**config.mk**
```make
export PLATFORM = sky130hd
export DESIGN_NAME = count_pwm_compare
export DESIGN_NICKNAME = d
export VERILOG_FILES = /design/src/rtl/count_pwm_compare.sv
export SDC_FILE = /design/constraint.sdc
export NUM_CORES = 1
export LEC_CHECK = 0
export BUFFER_PORTS_ARGS = -buffer_cell sky130_fd_sc_hd__buf_4
export CORE_MARGIN = 3
export CORE_UTILIZATION = 50
export CTS_CLUSTER_SIZE = 8
export DETAILED_ROUTE_END_ITERATION = 12
export PLACE_DENSITY = 0.71
export SETUP_SLACK_MARGIN = 0.02
export SLEW_MARGIN = 20
export SYNTH_ARGS = -nofsm -noshare
export SYNTH_HDL_FRONTEND = slang
export SYNTH_SLANG_ARGS = --single-unit
```
**constraint.sdc**
```tcl
create_clock -name clk -period 3 [get_ports clk]
set_input_delay 0.15 -clock clk [delete_from_list [all_inputs] [get_ports clk]]
set_output_delay 0.15 -clock clk [all_outputs]
set_load 0.1 [all_outputs]
```
**src/rtl/count_pwm_compare.sv**
```systemverilog
// ---------------------------------------------------------------------------
// count_pwm_compare
//
// Consumes the value of a free-running up-counter and produces a registered
// PWM output by comparing the counter against an active duty value. Also
// detects counter wrap (MAX -> 0), keeps an epoch count, and checks that the
// incoming sequence increments by exactly one every cycle.
//
// New duty values arrive on a valid/ready handshake. They are parked in a
// shadow register and copied to the active duty only on a wrap cycle, so a
// PWM period never changes duty partway through.
//
// Ports
//   clk          in   1        system clock, rising edge
//   rst          in   1        synchronous active-high reset
//   count        in   CW       upstream counter value
//   duty_in      in   CW       new duty value
//   duty_valid   in   1        duty_in valid
//   duty_ready   out  1        shadow register free (no pending duty)
//   pwm_out      out  1        registered PWM output
//   wrap_pulse   out  1        one-cycle pulse per detected wrap
//   duty_applied out  1        one-cycle pulse when shadow -> active
//   epoch_cnt    out  EPOCH_W  wraps since reset, modulo 2^EPOCH_W
//   seq_err      out  1        sticky sequence-error flag
//   state        out  2        00 IDLE, 01 RUN, 10 FAULT
// ---------------------------------------------------------------------------
module count_pwm_compare #(
    parameter int          CW       = 8,
    parameter int          EPOCH_W  = 16,
    parameter int unsigned DUTY_RST = 128
) (
    input  logic               clk,
    input  logic               rst,
    input  logic [CW-1:0]      count,
    input  logic [CW-1:0]      duty_in,
    input  logic               duty_valid,
    output logic               duty_ready,
    output logic               pwm_out,
    output logic               wrap_pulse,
    output logic               duty_applied,
    output logic [EPOCH_W-1:0] epoch_cnt,
    output logic               seq_err,
    output logic [1:0]         state
);

    localparam logic [CW-1:0]      MAX       = '1;
    localparam logic [CW-1:0]      CNT_ONE   = CW'(1);
    localparam logic [EPOCH_W-1:0] EPOCH_ONE = EPOCH_W'(1);
    localparam logic [CW-1:0]      DUTY_INIT = CW'(DUTY_RST);

    typedef enum logic [1:0] {
        IDLE  = 2'b00,
        RUN   = 2'b01,
        FAULT = 2'b10
    } state_t;

    state_t        cur_state, nxt_state;

    logic [CW-1:0] prev_count;
    logic          prev_vld;
    logic [CW-1:0] duty_shadow;
    logic [CW-1:0] duty_active;
    logic          pend;

    logic          seq_ok;
    logic          wrap;
    logic          accept;
    logic          apply;
    logic [CW-1:0] duty_eff;
    logic          pwm_nxt;

    // -----------------------------------------------------------------------
    // Sequence tracking. prev_vld masks the first sample after reset, where
    // there is no previous value to compare against.
    // -----------------------------------------------------------------------
    assign seq_ok = !prev_vld || (count == prev_count + CNT_ONE);
    assign wrap   = prev_vld && (prev_count == MAX) && (count == '0);

    // -----------------------------------------------------------------------
    // Duty handshake. accept needs pend=0 and apply needs pend=1, so the two
    // never fire together: a value accepted on a wrap cycle waits for the
    // following wrap.
    // -----------------------------------------------------------------------
    assign duty_ready = !pend;
    assign accept     = duty_valid && !pend;
    assign apply      = wrap && pend;

    // On the apply cycle the comparator already uses the incoming value so
    // the very first count of the new period sees the new duty.
    assign duty_eff = apply ? duty_shadow : duty_active;

    // -----------------------------------------------------------------------
    // FSM next state. A legal wrap is always seq_ok, so RUN never leaves on
    // the wrap cycle itself.
    // -----------------------------------------------------------------------
    always_comb begin
        nxt_state = cur_state;
        unique case (cur_state)
            IDLE:    if (wrap)    nxt_state = RUN;
            RUN:     if (!seq_ok) nxt_state = FAULT;
            FAULT:   if (wrap)    nxt_state = RUN;
            default:              nxt_state = IDLE;
        endcase
    end

    // PWM is forced low whenever the block will not be in RUN next cycle.
    assign pwm_nxt = (nxt_state == RUN) && (count < duty_eff);

    // -----------------------------------------------------------------------
    // Unreset datapath: prev_count follows count unconditionally (prev_vld
    // gates its use), and the shadow is only read while pend is set.
    // -----------------------------------------------------------------------
    always_ff @(posedge clk) begin
        prev_count <= count;
        if (accept) begin
            duty_shadow <= duty_in;
        end
    end

    // -----------------------------------------------------------------------
    // Control state and registered outputs. Reset wins over every event,
    // including a coincident wrap or a pending duty.
    // -----------------------------------------------------------------------
    always_ff @(posedge clk) begin
        if (rst) begin
            cur_state    <= IDLE;
            prev_vld     <= 1'b0;
            pend         <= 1'b0;
            duty_active  <= DUTY_INIT;
            pwm_out      <= 1'b0;
            wrap_pulse   <= 1'b0;
            duty_applied <= 1'b0;
            epoch_cnt    <= '0;
            seq_err      <= 1'b0;
        end else begin
            cur_state    <= nxt_state;
            prev_vld     <= 1'b1;
            pwm_out      <= pwm_nxt;
            wrap_pulse   <= wrap;
            duty_applied <= apply;

            if (apply) begin
                duty_active <= duty_shadow;
                pend        <= 1'b0;
            end else if (accept) begin
                pend        <= 1'b1;
            end

            // Wraps are counted in every state; natural modulo rollover.
            if (wrap) begin
                epoch_cnt <= epoch_cnt + EPOCH_ONE;
            end

            // Any discontinuity, in any state, latches the error flag.
            if (!seq_ok) begin
                seq_err <= 1'b1;
            end
        end
    end

    assign state = cur_state;

endmodule

```
# Word-level counts from Yosys, hierarchy flattened
# Cells that the tools add are included.
[totals] reg_bits=48 out_inout_bits=23 word_cells=36
[op_classes] addsub=2 order_cmp=1 n_eq_ne=5 mux=5 reduce_logical=12
[op_table] op="16-bit by 1-bit adder with 16-bit output, second input constant" count=1
[op_table] op="8-bit by 1-bit adder with 8-bit output, second input constant" count=1
[op_table] op="8-bit equality test" count=1
[op_table] op="8-bit equality test, second input constant" count=1
[op_table] op="8-bit zero test" count=1
[op_table] op="8-bit less-than comparator" count=1
[op_table] op="8-bit two-way mux" count=1
[op_table] op="1-bit logical AND" count=5
[op_table] op="2-bit by 1-bit equality test with 1-bit output, second input constant" count=2
[op_table] op="2-bit two-way mux" count=2
[op_table] op="2-bit case mux with 2 select lines" count=1
[op_table] op="2-bit OR reduction" count=2
[op_table] op="2-bit equality test, second input constant" count=1
[op_table] op="1-bit zero test" count=2
[op_table] op="2-bit zero test" count=1
[op_table] op="1-bit logical OR" count=1
[op_table] op="1-bit two-way mux" count=1

# Depth between registers and ports, before layout
# Gate-level depths: netlist of run 1.
[depth] ltp_word=7 ltp_mapped=11 depth_no_buf=11

# Worst setup path after synthesis of run 1
# Ideal clock, no wire load.
[synth_path] path_type="register -> register" startpoint="register prev_count[0]" endpoint="register pwm_out" setup_time_ns=0.079 arrival_time_ns=2.618 required_time_ns=2.921 path_slack_ns=0.303 path_stages_with_launch=12 period_less_slack_ns=2.697 cell_sequence="dfxtp_1 -> ha_1 -> and4bb_2 -> nand4_2 -> nor2_4 -> mux2i_1 -> ha_1 -> a21o_1 -> a21o_1 -> a2bb2oi_1 -> nand3_1 -> a211oi_2"
[synth_via] elab_chain_len=7
[synth_rtl] item="start, declared" line="59" source="logic [CW-1:0] prev_count;"
[synth_rtl] item="start signal, assigned" line="114" source="prev_count <= count;"
[synth_rtl] item="8-bit by 1-bit adder with 8-bit output or 8-bit equality test (tied branches)" line="76, 77"
[synth_rtl] item="8-bit equality test or 1-bit logical AND (tied branches)" line="76, 77"
[synth_rtl] item="1-bit logical OR or 1-bit logical AND (tied branches)" line="76, 77"
[synth_rtl] item="2-bit two-way mux (tied with other cells)" line="100" source="RUN: if (!seq_ok) nxt_state = FAULT;"
[synth_rtl] item="2-bit case mux with 2 select lines or 8-bit two-way mux (tied branches)"
[synth_rtl] item="2-bit by 1-bit equality test with 1-bit output or 8-bit less-than comparator (tied branches)" line="107" source="assign pwm_nxt = (nxt_state == RUN) && (count < duty_eff);"
[synth_rtl] item="1-bit logical AND (*)" line="107"
[synth_rtl] item="end signal, assigned" line="138" source="pwm_out <= pwm_nxt;"
[synth_rtl] item="end, declared" line="38" source="output logic pwm_out,"
# Mark *: on every way between the ends. The rest lies on a longest branch, timed or not.
# A chain may end at the register's enable or synchronous reset.

# Worst setup path in the final report of run 1
# Same ends and word-level chain as after synthesis.

==> flow_metrics.tcl, run 1 <==
set metrics [dict create \
    wire_per_inst_um 14.3 \
    clock_sinks 48 \
    cts.htree.levels 2 \
    fp.dieW_um 72.2 \
    yosys.area.top_type_share_pct 36.6 \
    avgSynthCellArea_um2 10.3 \
    clock_latency_ns 0.29 \
    period_share_pct 90.4 \
    path_cells "ha_2 -> and4bb_2 -> nand4_2 -> nor2_4 -> mux2i_1 -> ha_1 -> a21o_1 -> a21o_1 -> a2bb2oi_1 -> nand3_1 -> a211oi_2" \
    finalHoldViolations 0 \
    synth_ff_type "dfxtp_1" \
    maxClockFrequency_ghz 0.369 \
    synth_area_leader_cell "dfxtp_1" \
    postRouteAntennaNets 0 \
    synth_seq_cells 48 \
    max_stage_delay_ns 0.42 \
    syn-num-nets 241 \
    synth_area_mm2 0.00219 \
    globalRouteTotalUtil_pct 18.2 \
    route.detailed.drc 0 \
    path_delay_family "simple AND/OR/NAND/NOR gates" \
    netlist_instances 213 \
    place_congestion 0.773 \
    dp_slack_ns 0.234 \
    end_kind "flip-flop" \
    dieArea_mm2 0.00521 \
    synth-edff-count 8 \
    drt_wl_total_um 4480 \
    grt_pass1_wl_um 7440 \
    grt_pass1_vias 1646 \
    gr-total-overflow 0 \
    io_pins 42 \
    cts_buffer_depth 2 \
    diodes 0 \
    r2r_setup_slack_ns 0.29 \
    num_vias 1733 \
    min_period_ns 2.71 \
    grt_max_degree 31 \
    startpoint_type "flip-flop" \
    drt_iter0_drc 76 \
    rsz0062_at_grt "false" \
    grt_antenna_before_repair 0 \
    final_cells 312 \
    cp.buffers_inverters 0 \
    drtPass1Iterations 4 \
    clkTransAtPathRegs_ns 0.08 \
    core_area_mm2 0.00412 \
    cts_tree "done" \
    outcome "completed" \
    worst-path-max-fanout 7 \
    fin_ws_ns 0.289 \
    crit_required_ns 3.22 \
    vias_per_cell 5.55 \
    drv_slew 0 \
    final-setup-viol-count 0 \
    cts_root_buf "clkbuf_8" \
    path_common_cell "a21o_1" \
    power.leakage_nw 1.02 \
    async_reset_ff_share_pct 0 \
    yosysWarnings 0 \
    dp_cells 302 \
    initial_core_util_pct 53.2 \
    synthTopCellsByArea "dfxtp_1 (37%), edfxtp_1 (11%), ha_1 (5.1%)" \
    synth_seq_area_share_pct 47.6 \
    peakVddDrop_mv 0.365 \
    port_buffers 41 \
    die_h_um 72.2 \
    relSlewSlack_pct 57.2 \
    fin_skew_ns 0.00427 \
    synth_cell_types 50 \
    num-nets-final 289 \
    tightest_slew_ns 0.641 \
    numCtsBuffers 5 \
    hold_class "input pin to flip-flop" \
    row_count 23 \
    fin_hold_ws_ns 0.00663 \
    arrival_ns 2.93 \
    path_class "flip-flop to flip-flop" \
    layout-area-overhead-vs-synth_pct 21.7 \
    p_per_area_mw_per_mm2 434 \
    post-dp-hpwl_um 3230 \
    final.fill_count 343 \
    cp_slowest_cell "dfxtp_1" \
    mostFrequentLayoutCell "buf_4" \
    drive_above_1_share_pct 24.4 \
    maxCapViolCount 0 \
    mostFrequentLayoutCells "buf_4 (43), dfxtp_1 (40), nor2_1 (19), a21oi_1 (11), xnor2_1 (11)" \
    setup_tns_ns 0 \
]
## final cells by class
class                      count  area, um2  share of cell area, %
sequential                    48       1040                   39.1
tap                           50       62.6                   2.35
multi-input combinational    154       1110                   41.6
timing repair buffer          45        343                   12.9
clock buffer                   7       76.3                   2.87
inverter                       7       26.3                  0.987
clock inverter                 1       5.00                  0.188
## repair_timing
action,CTS,global route
resized for setup,0,2
hold endpoints to repair,1,1
setup buffers,0,0
hold buffers,1,1
endpoints found under the setup margin,0,1
## through the flow
stage / util, % / total power [W] / area (um2)
global route: 64.7 / 0.00119 / 2660
detailed placement: 62.1 / 0.000802 / 2550
CTS: 64.3 / 0.00116 / 2650
global placement: 62.1 / 0.000802 / 2550
floorplan: - / 0.000759 / 2190
finish: 64.7 / 0.00115 / 2660
## synthesized netlist by cell type (2+ instances only)
cell       n
mux2i_1    8
xor2_1     5
and4bb_2   2
and4b_1    2
a31oi_1    2
nor4_1     4
and4_1     2
xnor2_1   11
nand2b_1   3
a211o_1    4
nand2_1   10
inv_1      7
nand3_1   10
dfxtp_1   40
nor2_1    19
or4_1      2
or3_1      4
nor3_1     5
a21o_1     4
nand4_1    3
and3_1     2
clkbuf_1   3
a21oi_1   11
edfxtp_1   8
o21ai_0    7
ha_1       9
o31ai_1    3
## state kept, by name (all words and copies together) (netlist names)
signal,count
prev_vld,1
duty_shadow,8
pwm_out,1
state,2
duty_applied,1
duty_active,8
pend,1
wrap_pulse,1
prev_count,8
seq_err,1
epoch_cnt,16
## path summary, 6_finish.rpt
path / start / to / cells after the start
worst min register to register: duty_active[0]$_SDFF_PP0_ / duty_active[0]$_SDFF_PP0_ / 2
worst min-delay path: count[2] / prev_count[2]$_DFF_P_ / 1
worst max register to register: prev_count[0]$_DFF_P_ / pwm_out$_SDFF_PP0_ / 11
worst max-delay path: prev_count[0]$_DFF_P_ / pwm_out$_SDFF_PP0_ / 11
## metal layers
metal | vias up | global-route usage [%] | share of wire [%]
li1 | 885 | - | -
met1 | 814 | 24.4 | 50
met2 | 28 | 28.2 | 45
met3 | 6 | 4.99 | 3.8
met4 | 0 | 6.68 | 1.4
met5 | - | 0 | 0
## power breakdown
part           switching, W  internal, W  total, W  leakage [nW]
Sequential        0.0000112     0.000670  0.000681         0.402
Combinational     0.0000633    0.0000462  0.000109         0.578
Clock              0.000201     0.000164  0.000365        0.0422
## kinds of logic (layout without fill, tap and decap cells)
family / count (synthesis) / after routing / synth area share [%]
adders and majority gates: 9 / 9 / 5.15
and+or+nand+nor: 80 / 80 / 22.4
muxes: 9 / 9 / 4.17
AOI/OAI and AO/OA: 40 / 40 / 12.3
DFF: 48 / 48 / 47.6
xor gates and xnor gates: 16 / 16 / 6.40
buffers and inverters: 11 / 60 / 2.06
## worst reg2reg max path: cells and delay by family (launching register included)
family / cells / cell delay (ns)
fa+ha+maj: 2 / 0.56
flops: 1 / 0.42
mux: 1 / 0.27
simple gates: 4 / 0.70
compound gates: 4 / 0.69
Note: power is estimated with default switching activity, not from simulation.
==> run 2: changes to the inputs <==
--- a/config.mk
+++ b/config.mk
@@ -6,7 +6,7 @@
 export NUM_CORES = 1
 export LEC_CHECK = 0
 export BUFFER_PORTS_ARGS = -buffer_cell sky130_fd_sc_hd__buf_4
-export CORE_MARGIN = 3
+export CORE_MARGIN = 1.5
 export CORE_UTILIZATION = 50
 export CTS_CLUSTER_SIZE = 8
 export DETAILED_ROUTE_END_ITERATION = 12
==> run 2 against run 1 <==
Hold slack gained 0.00083 ns. Die area shrank 8.1%. Largest cell class unchanged. Via count grew 0.35%. Worst setup slack lost 0.021 ns. Combinational power is essentially flat.
==> flow_metrics.tcl, run 2 (synthesis results as in run 1) <==
set metrics [dict create \
    clock_latency_ns 0.29 \
    power.leakage_nw 1.02 \
    drtPass1Iterations 4 \
    min_path_cells 1 \
    num-nets-final 289 \
    path_cells "ha_2 -> and4bb_2 -> nand4_2 -> nor2_4 -> mux2i_1 -> ha_1 -> a21o_1 -> a21o_1 -> a2bb2oi_1 -> nand3_1 -> a211oi_2" \
    power_frac_seq_pct 59.4 \
    gr-total-overflow 0 \
    num_vias 1739 \
    clkTransAtPathRegs_ns 0.08 \
    path_common_cell "a21o_1" \
    hold_class "input pin to flip-flop" \
    layout-area-overhead-vs-synth_pct 21.3 \
    switching_share_pct 23.7 \
    place_congestion 0.762 \
    fp.dieW_um 69.2 \
    end_kind "flip-flop" \
    cp_slowest_cell "dfxtp_1" \
    max_stage_delay_ns 0.43 \
    grt_max_degree 31 \
    multi_input_comb_area_mm2 0.00110 \
    path_class "flip-flop to flip-flop" \
    outcome "completed" \
    p_per_area_mw_per_mm2 432 \
    tightest_slew_ns 0.667 \
    route.detailed.drc 0 \
    fin_skew_ns 0.00710 \
    grt_pass1_vias 1555 \
    r2r_setup_slack_ns 0.27 \
    mostFrequentLayoutCells "buf_4 (43), dfxtp_1 (40), nor2_1 (19), a21oi_1 (11), xnor2_1 (11)" \
    core_area_mm2 0.00412 \
    globalRouteTotalUtil_pct 19.1 \
    peakVddDrop_mv 0.339 \
    drt_wl_total_um 4420 \
    wl_met1_um 2180 \
    wire_per_inst_um 14.2 \
    regMostFlops "epoch_cnt" \
    vias_per_cell 5.59 \
    final_core_util_pct 64.5 \
    postCtsSetupBuffers 0 \
    path_delay_family "simple AND/OR/NAND/NOR gates" \
    final.fill_count 356 \
    initial_core_util_pct 53.2 \
    combPwrFrac_pct 9.5 \
    relSlewSlack_pct 55.5 \
    power.total_w 0.00115 \
    arrival_ns 2.95 \
    die_h_um 69.2 \
    drive_above_1_share_pct 24.1 \
    top_layer_used "met4" \
    grt_pass1_wl_um 7360 \
    io_pins 42 \
    numCtsBuffers 5 \
    maxClockFrequency_ghz 0.366 \
    r2r-start "prev_count[0]$_DFF_P_" \
    period_share_pct 91.1 \
    clkPwrFrac_pct 31.1 \
    largest_reg_flops 16 \
    drv_slew 0 \
    worst-path-max-fanout 7 \
    crit_start "prev_count[0]$_DFF_P_" \
    port_buffers 41 \
    cts_tree "done" \
    mostFrequentLayoutCell "buf_4" \
    drt_iter0_drc 128 \
    dieArea_mm2 0.00478 \
    cts.htree.levels 2 \
    route.met3.wl_um 134 \
    r2r_cells 11 \
    row_count 23 \
    cp.buffers_inverters 0 \
    internal_power_w 0.000874 \
    timing.rr.end "pwm_out$_SDFF_PP0_" \
    grt_antenna_before_repair 0 \
    postRouteAntennaNets 0 \
    finalHoldViolations 0 \
    seq_area_mm2 0.00104 \
    wl_met2_um 2050 \
    clock_sinks 48 \
    post-dp-hpwl_um 3270 \
    setup_tns_ns 0 \
    diodes 0 \
    maxCapViolCount 0 \
    startpoint_type "flip-flop" \
    cts_root_buf "clkbuf_8" \
    hp-start "count[1]" \
    rsz0062_at_grt "false" \
    final-setup-viol-count 0 \
    crit_required_ns 3.22 \
    hold_path_end "prev_count[1]$_DFF_P_" \
    cts_buffer_depth 2 \
    min_period_ns 2.73 \
    p_switching_w 0.000272 \
]
run 2: worst max path at each step:
| stage | slack (ns) | depth (start not counted) | end |
|---|---|---|---|
| after floorplan | 0.30 | 11 | pwm_out$_SDFF_PP0_ |
| after global placement | 0.34 | 11 | pwm_out$_SDFF_PP0_ |
| after detailed placement | 0.26 | 11 | pwm_out$_SDFF_PP0_ |
| after CTS | 0.22 | 11 | pwm_out$_SDFF_PP0_ |
| after global routing | 0.07 | 11 | pwm_out$_SDFF_PP0_ |
| final | 0.27 | 11 | pwm_out$_SDFF_PP0_ |
run 2: through the flow:
step	setup slack, ns	instance area [um2]	hold WS, ns	std cells
detailed placement	0.256	2550	0.305	302
global placement	0.337	2550	0.306	302
global route	0.0742	2660	0.00693	311
floorplan	0.303	2190	0.178	213
finish	0.268	2660	0.00746	311
CTS	0.223	2640	0.00203	310
run 2: metal layers:
metal | GRT usage [%] | vias up
met5 | 0 | -
met4 | 5.23 | 0
met3 | 4.53 | 5
met2 | 30.1 | 26
met1 | 26.1 | 826
li1 | - | 882
run 2: final cells by class:
class | instances | area share (%)
Clock inverter | 1 | 0.189
Inverter | 7 | 0.990
Multi-Input combinational cell | 154 | 41.6
Clock buffer | 6 | 2.73
Timing Repair Buffer | 45 | 12.9
Sequential cell | 48 | 39.2
Tap cell | 50 | 2.36
run 2: power by group through the flow:
| stage | clock network (W) | registers, W | logic (W) |
|---|---|---|---|
| after global routing | 0.000391 | 0.000683 | 0.000118 |
| final | 0.000357 | 0.000681 | 0.000109 |
| after CTS | 0.000368 | 0.000680 | 0.000108 |
| after detailed placement | 0 | 0.000696 | 0.000107 |
| after global placement | 0 | 0.000695 | 0.000106 |
| after floorplan | 0 | 0.000702 | 0.0000569 |
run 2: what timing repair did:
action	4_1_cts	5_1_grt
hold buffers	1	1
setup endpoints to repair	0	1
endpoints found under the hold margin	1	1
resized for setup	0	1
run 2: worst reg2reg max path, stage by stage (launching register included):
cell,delay [ns]
dfxtp_1,0.43
ha_2,0.28
and4bb_2,0.26
nand4_2,0.14
nor2_4,0.20
mux2i_1,0.27
ha_1,0.28
a21o_1,0.18
a21o_1,0.17
a2bb2oi_1,0.14
nand3_1,0.10
a211oi_2,0.19
